<file path="src/rtl/router_controller_fwd.sv">
// Per-node router controller: local TX sequencing and link RX
// decap/deliver/forward/drop, with packet counter and wait timeout.
module router_controller_fwd #(
  parameter int ADDR_WIDTH             = 10,
  parameter int NUMBER_PACKET          = 19,
  parameter int RECOGNIZE_ROUTER_WIDTH = 2,
  parameter int TTL_WIDTH              = 2,
  parameter int TTL_INIT               = 3,
  parameter int ROUTER_ID              = 0,
  parameter int TIMEOUT_CYCLES         = 255,
  localparam int PN_W  = $clog2(NUMBER_PACKET),
  localparam int RW    = RECOGNIZE_ROUTER_WIDTH,
  localparam int HDR_W = TTL_WIDTH + RW + PN_W
) (
  input  logic                  clk,
  input  logic                  rst_n,
  input  logic                  router_start_req,
  input  logic [ADDR_WIDTH-1:0] router_scr_addr,
  input  logic [ADDR_WIDTH-1:0] router_dst_addr,
  output logic                  router_done,
  output logic                  router_busy,
  output logic                  router_error,
  output logic                  pkt_drop,
  output logic                  arbiter_read_req,
  output logic                  arbiter_write_req,
  input  logic                  arbiter_read_gnt,
  input  logic                  arbiter_write_gnt,
  output logic [ADDR_WIDTH-1:0] arbiter_src_addr,
  output logic [ADDR_WIDTH-1:0] arbiter_dst_addr,
  output logic [1:0]            control_crossbar,
  output logic                  start_encap_pkt,
  input  logic                  encap_done,
  output logic [HDR_W-1:0]      header_pkt_send,
  output logic [ADDR_WIDTH-1:0] router_dst_addr_send,
  input  logic                  empty_input_port_0,
  output logic                  rd_input_port_0,
  input  logic                  empty_input_port_1,
  output logic                  rd_input_port_1,
  output logic                  start_decap_pkt,
  input  logic                  decap_done,
  input  logic [HDR_W-1:0]      header_pkt_recv,
  input  logic [ADDR_WIDTH-1:0] dst_addr_arbiter_recv,
  output logic                  we_output_port_0,
  output logic                  we_output_port_1
);

  localparam int TW = $clog2(TIMEOUT_CYCLES + 1);

  typedef enum logic [3:0] {
    S_IDLE, S_TX_ARB, S_TX_ESTART, S_TX_ENC,
    S_TX_DRAIN, S_TX_DONE, S_RX_DSTART, S_RX_DEC,
    S_RX_WARB, S_RX_LDRAIN, S_RX_FSTART, S_RX_FENC,
    S_RX_FDRAIN, S_RX_DROP, S_RX_DONE
  } state_t;

  state_t state, next;

  logic [TW-1:0]         tcnt;
  logic                  rd_q;
  logic                  cnt_en;
  logic                  tmo;
  logic [ADDR_WIDTH-1:0] src_q, dst_q;
  logic [HDR_W-1:0]      hdr_q;
  logic [PN_W-1:0]       pn;

  logic [TTL_WIDTH-1:0]      rx_ttl;
  logic [HDR_W-TTL_WIDTH-1:0] rx_rest;
  logic                      rx_local;

  assign rx_ttl   = header_pkt_recv[HDR_W-1 -: TTL_WIDTH];
  assign rx_rest  = header_pkt_recv[HDR_W-TTL_WIDTH-1:0];
  assign rx_local =
    dst_addr_arbiter_recv[ADDR_WIDTH-1 -: RW] == RW'(ROUTER_ID);
  assign tmo = (tcnt == TW'(TIMEOUT_CYCLES));

  assign router_busy          = (state != S_IDLE);
  assign arbiter_src_addr     = src_q;
  assign arbiter_dst_addr     = dst_q;
  assign router_dst_addr_send = dst_q;
  assign header_pkt_send      = hdr_q;

  always_comb begin
    next              = state;
    cnt_en            = 1'b0;
    router_done       = 1'b0;
    router_error      = 1'b0;
    pkt_drop          = 1'b0;
    arbiter_read_req  = 1'b0;
    arbiter_write_req = 1'b0;
    control_crossbar  = 2'b00;
    start_encap_pkt   = 1'b0;
    start_decap_pkt   = 1'b0;
    rd_input_port_0   = 1'b0;
    rd_input_port_1   = 1'b0;
    we_output_port_0  = 1'b0;
    we_output_port_1  = 1'b0;
    unique case (state)
      S_IDLE: begin
        if (!empty_input_port_1)   next = S_RX_DSTART;
        else if (router_start_req) next = S_TX_ARB;
      end
      S_TX_ARB: begin
        cnt_en           = 1'b1;
        arbiter_read_req = !tmo;
        if (tmo) begin
          router_error = 1'b1;
          next         = S_IDLE;
        end else if (arbiter_read_gnt) begin
          next = S_TX_ESTART;
        end
      end
      S_TX_ESTART: begin
        start_encap_pkt = 1'b1;
        next            = S_TX_ENC;
      end
      S_TX_ENC: begin
        cnt_en = 1'b1;
        if (encap_done) next = S_TX_DRAIN;
        else if (tmo) begin
          router_error = 1'b1;
          next         = S_IDLE;
        end
      end
      S_TX_DRAIN: begin
        control_crossbar = 2'b01;
        rd_input_port_0  = !empty_input_port_0;
        we_output_port_1 = rd_q;
        if (empty_input_port_0 && !rd_q) next = S_TX_DONE;
      end
      S_TX_DONE, S_RX_DONE: begin
        router_done = 1'b1;
        next        = S_IDLE;
      end
      S_RX_DSTART: begin
        start_decap_pkt = 1'b1;
        next            = S_RX_DEC;
      end
      S_RX_DEC: begin
        cnt_en = 1'b1;
        if (decap_done) begin
          if (rx_local)          next = S_RX_WARB;
          else if (rx_ttl == '0) next = S_RX_DROP;
          else                   next = S_RX_FSTART;
        end else if (tmo) begin
          router_error = 1'b1;
          next         = S_IDLE;
        end
      end
      S_RX_WARB: begin
        cnt_en            = 1'b1;
        arbiter_write_req = !tmo;
        if (tmo) begin
          router_error = 1'b1;
          next         = S_IDLE;
        end else if (arbiter_write_gnt) begin
          next = S_RX_LDRAIN;
        end
      end
      S_RX_LDRAIN: begin
        control_crossbar = 2'b10;
        rd_input_port_1  = !empty_input_port_1;
        we_output_port_0 = rd_q;
        if (empty_input_port_1 && !rd_q) next = S_RX_DONE;
      end
      S_RX_FSTART: begin
        start_encap_pkt = 1'b1;
        next            = S_RX_FENC;
      end
      S_RX_FENC: begin
        cnt_en = 1'b1;
        if (encap_done) next = S_RX_FDRAIN;
        else if (tmo) begin
          router_error = 1'b1;
          next         = S_IDLE;
        end
      end
      S_RX_FDRAIN: begin
        control_crossbar = 2'b11;
        rd_input_port_1  = !empty_input_port_1;
        we_output_port_1 = rd_q;
        if (empty_input_port_1 && !rd_q) next = S_RX_DONE;
      end
      S_RX_DROP: begin
        rd_input_port_1 = !empty_input_port_1;
        if (empty_input_port_1 && !rd_q) begin
          pkt_drop = 1'b1;
          next     = S_IDLE;
        end
      end
      default: next = S_IDLE;
    endcase
  end

  always_ff @(posedge clk or negedge rst_n) begin
    if (!rst_n) begin
      state <= S_IDLE;
      tcnt  <= '0;
      rd_q  <= 1'b0;
      src_q <= '0;
      dst_q <= '0;
      hdr_q <= '0;
      pn    <= '0;
    end else begin
      state <= next;
      rd_q  <= rd_input_port_0 | rd_input_port_1;
      if (next != state) tcnt <= '0;
      else if (cnt_en)   tcnt <= tcnt + 1'b1;
      if (state == S_IDLE && next == S_TX_ARB) begin
        src_q <= router_scr_addr;
        dst_q <= router_dst_addr;
        hdr_q <= {TTL_WIDTH'(TTL_INIT), RW'(ROUTER_ID), pn};
      end
      if (state == S_RX_DEC && decap_done) begin
        dst_q <= dst_addr_arbiter_recv;
        // forwarded packets lose one hop of lifetime
        if (!rx_local && rx_ttl != '0)
          hdr_q <= {rx_ttl - 1'b1, rx_rest};
        else
          hdr_q <= header_pkt_recv;
      end
      if (state == S_TX_DONE)
        pn <= (pn == PN_W'(NUMBER_PACKET - 1)) ? '0 : pn + 1'b1;
    end
  end

endmodule

</file>
<file path="config.mk">
export PLATFORM = sky130hd
export DESIGN_NAME = router_controller_fwd
export DESIGN_NICKNAME = d
export VERILOG_FILES = /design/src/rtl/router_controller_fwd.sv
export SDC_FILE = /design/constraint.sdc
export NUM_CORES = 1
export LEC_CHECK = 0
export CELL_PAD_IN_SITES_DETAIL_PLACEMENT = 1
export CELL_PAD_IN_SITES_GLOBAL_PLACEMENT = 1
export CORE_AREA = 2 2 87 72
export CTS_CLUSTER_SIZE = 12
export DETAILED_ROUTE_END_ITERATION = 6
export DIE_AREA = 0 0 89 74
export DONT_BUFFER_PORTS = 1
export MAX_ROUTING_LAYER = met4
export PLACE_DENSITY_LB_ADDON = 0.3
export REMOVE_ABC_BUFFERS = 1
export SYNTH_ARGS = -nofsm -noshare
export SYNTH_HDL_FRONTEND = slang
export SYNTH_SLANG_ARGS = --single-unit
</file>
<file path="constraint.sdc">
create_clock -name clk -period 3.9 [get_ports clk]
set_input_delay 0.78 -clock clk [delete_from_list [all_inputs] [get_ports clk]]
set_output_delay 0.78 -clock clk [all_outputs]
set_load 0.005 [all_outputs]
</file>
==> flow_summary.toml <==
[run_status]
result_of_the_run = "completed"

[drt]
detail-route-antenna-nets = 0
dr.max_layer_used = "met4"
wl_per_cell_um = 19.1
drtPass1Iterations = 4
met3WireLength_um = 318
average_vias_per_placed_instance = 5.89
drt-initial-drc-count = 133
dr_total_vias = 2075
wl_met1_um = 3130
routed_wirelength_um = 6720
route.detailed.drc = 0
wl_met2_um = 3230

[power_and_ir_drop]
switching_power_w = 0.000885
p_total_w = 0.00210
max-vdd-ir-drop_mv = 0.298
pwr_density_cell_nw_per_um2 = 741
seqPwrFrac = 0.460
power.leakage_nw = 1.14
power_report.internal_total_w = 0.00121
p_sw_frac = 0.422
p_clk_frac = 0.172
comb_power_share = 0.367

[synth]
mappedNetlistArea_um2 = 2800
synth-main-ff-cell = "dfrtp_1"
syn-mean-instance-area_um2 = 9.74
synth.yosys.seq_area_share = 0.421
synthArstFlopShare = 1.00
synth_enable_flop_cells = 0
mapped_cells = 287
synth_warnings = 0
synth_cell_type_count = 57
ys_ff_latch = 47

[sta]
total_count_of_max_transition_violations_in_the_final_report = 0
finalCriticalPeriod_ns = 3.03
final.setup_skew_ns = 0.00542
finalHoldViolations = 0
worst_slew_pin_slew_ns = 0.863
share_of_the_clock_period_used_by_the_worst_path = 0.776
unrepaired_setup_endpoints_after_global_routing = "false"
fin_tns_setup_ns = 0
maxClockFrequency_mhz = 330
setup_viol_count_final = 0
worst_slew_margin_rel = 0.425

[clock_network]
tritoncts_clock_tree = "yes"
ctsHoldBuffers = 0
htreeDepth = 2
clock_sinks = 47
clk_pin_slew_ns = 0.09
clk_path_buf_depth = 2
clk_latency_ns = 0.30
cts_post_setup_buffers_inserted = 0
post_cts.resized_instances = 0
cts_inserted_buffers = 5
cts.root.buffer_cell = "clkbuf_8"

[grt]
grt_pass1_wl_um = 10500
final_global_route_overflow_total = 0
grt_antenna_before_repair = 0
maximum_number_of_pins_on_one_net_before_global_route_repair = 48
groute.usage.overall = 0.213
grt_pass1_vias = 2116

[cells_and_area]
design.final.nets = 322
share_of_layout_cells_above_drive_strength_1 = 0.133
layout-area-overhead-vs-synth_pct = 1.30
antennaDiodeCount = 0

[setup_path]
reg2reg_to = "tcnt[1]$_DFFE_PN0P_"
data_required_time_of_the_worst_path_ns = 3.12
critical-path-slowest-cell = "dfrtp_1"
worstPathMaxFanout = 27
critPathLaunchType = "register"
critPathMaxStageDelay_ns = 0.88
cp.buffers_inverters = 0
critPathTopFamily = "flip-flops"
reg2regPathDepth = 6
timing.rr.start = "state[2]$_DFF_PN0_"
path_cells = "nand2b_1 -> o22a_1 -> nor2_1 -> o21ai_0 -> a21oi_1"
cp-end-kind = "output pin"
timing_worst_setup_path_type = "reg2out"
ff2ff_setup_slack_ns = 1.11
cp.arrival_ns = 2.25

[run]
cap_viol_max_count = 0

[die]
die_h_um = 74
die-area_um2 = 6590
initial_utilization = 0.486
die_w_um = 89
boundaryPins = 101
core.rowCount = 25
core_um2 = 5760

[placement]
place_congestion = 0.899
portBuffers = 0
hpwl_um = 4750

[worst_hold_path]
timing.hold.worst.class = "in2async"
[per-stage QoR]
stage	area (um2)	utilization	hold slack (ns)	setup slack (ns)	instances
finish	2830	0.492	0.164	0.872	352
global route	2830	0.492	0.146	0.680	352
CTS	2830	0.492	0.155	0.878	352
detailed placement	2720	0.473	0.486	1.14	344
global placement	2720	0.473	0.485	1.23	344
floorplan	2600	-	0.484	1.22	261
[logic make-up (layout without fill, tap and decap cells)]
kind of cell | after synthesis | count (layout) | share of synthesized area
compound gates | 65 | 65 | 0.160
fa+ha+maj | 4 | 4 | 0.0179
buf+inv | 33 | 17 | 0.0783
xor+xnor | 11 | 11 | 0.0345
flops | 47 | 47 | 0.421
simple gates | 100 | 100 | 0.188
mux | 27 | 27 | 0.101
[worst max-delay path by stage]
stage	start	to	slack (ns)	cells after the start
after global placement	state[2]$_DFF_PN0_	tcnt[1]$_DFFE_PN0P_	1.23	6
after floorplan	state[2]$_DFF_PN0_	tcnt[1]$_DFFE_PN0P_	1.22	6
after CTS	state[2]$_DFF_PN0_	router_error	0.88	5
after global routing	state[2]$_DFF_PN0_	router_error	0.68	5
after detailed placement	state[2]$_DFF_PN0_	tcnt[1]$_DFFE_PN0P_	1.14	6
final	state[2]$_DFF_PN0_	router_error	0.87	5
[sequential cells by signal, indices dropped and copies added, names as in the netlist]
name,count
arbiter_dst_addr,10
arbiter_src_addr,10
header_pkt_send,9
tcnt,8
pn,5
state,4
rd_q,1
[per-layer routing]
layer,vias up,GRT usage
met4,0,0.0531
met1,1056,0.288
li1,969,-
met5,-,-
met3,4,0.0466
met2,46,0.330
[power by group through the flow]
| stage | sequential [W] | clock (W) | combinational (W) |
|---|---|---|---|
| floorplan | 0.000887 | 0 | 0.000617 |
| finish | 0.000966 | 0.000362 | 0.000771 |
| CTS | 0.000966 | 0.000370 | 0.000771 |
| global placement | 0.000966 | 0 | 0.000743 |
| detailed placement | 0.000973 | 0 | 0.000768 |
| global route | 0.00100 | 0.000387 | 0.000864 |
[final cells by class]
type,instances,area [um2]
clock buffer,5,68.8
clock inverter,3,43.8
fill,690,2920
inverter,7,26.3
multi-input combinational,207,1400
sequential,47,1180
tap,81,101
timing repair buffer,2,15.0
[placed cells by master, fill, tap and decap left out, types with 3 or more instances in the layout]
cell type | netlist | final
dfrtp_1 | 47 | 47
nand2_1 | 29 | 29
o21ai_0 | 29 | 29
mux2i_1 | 17 | 17
nor2_1 | 14 | 14
and2_1 | 12 | 12
nor3_1 | 10 | 10
mux2_2 | 10 | 10
nand3_1 | 9 | 9
xnor2_1 | 9 | 9
a21oi_1 | 8 | 8
inv_1 | 7 | 7
clkbuf_8 | 1 | 5
nand4_1 | 4 | 4
ha_1 | 4 | 4
nand2b_1 | 3 | 3
and3_1 | 3 | 3
[synth_stat cells (2+ instances only)]
library cell  number  area share
dfrtp_1           47        0.42
nand2_1           29       0.039
o21ai_0           29       0.052
mux2i_1           17       0.061
nor2_1            14       0.019
and2_1            12       0.027
buf_4             11       0.030
mux2_2            10       0.040
nor3_1            10       0.018
nand3_1            9       0.016
xnor2_1            9       0.028
a21oi_1            8       0.014
inv_1              7      0.0094
buf_2              5      0.0089
buf_6              5       0.020
ha_1               4       0.018
nand4_1            4      0.0089
and3_1             3      0.0067
nand2b_1           3      0.0067
a21boi_0           2      0.0054
a22o_1             2      0.0063
a31oi_1            2      0.0045
and2b_2            2      0.0063
and4_2             2      0.0072
buf_1              2      0.0027
clkbuf_1           2      0.0027
nand2_2            2      0.0045
nor2b_1            2      0.0045
o22ai_1            2      0.0045
o32ai_1            2      0.0063
or2_2              2      0.0045
xor2_1             2      0.0063
(Power assumes the default switching activity.)
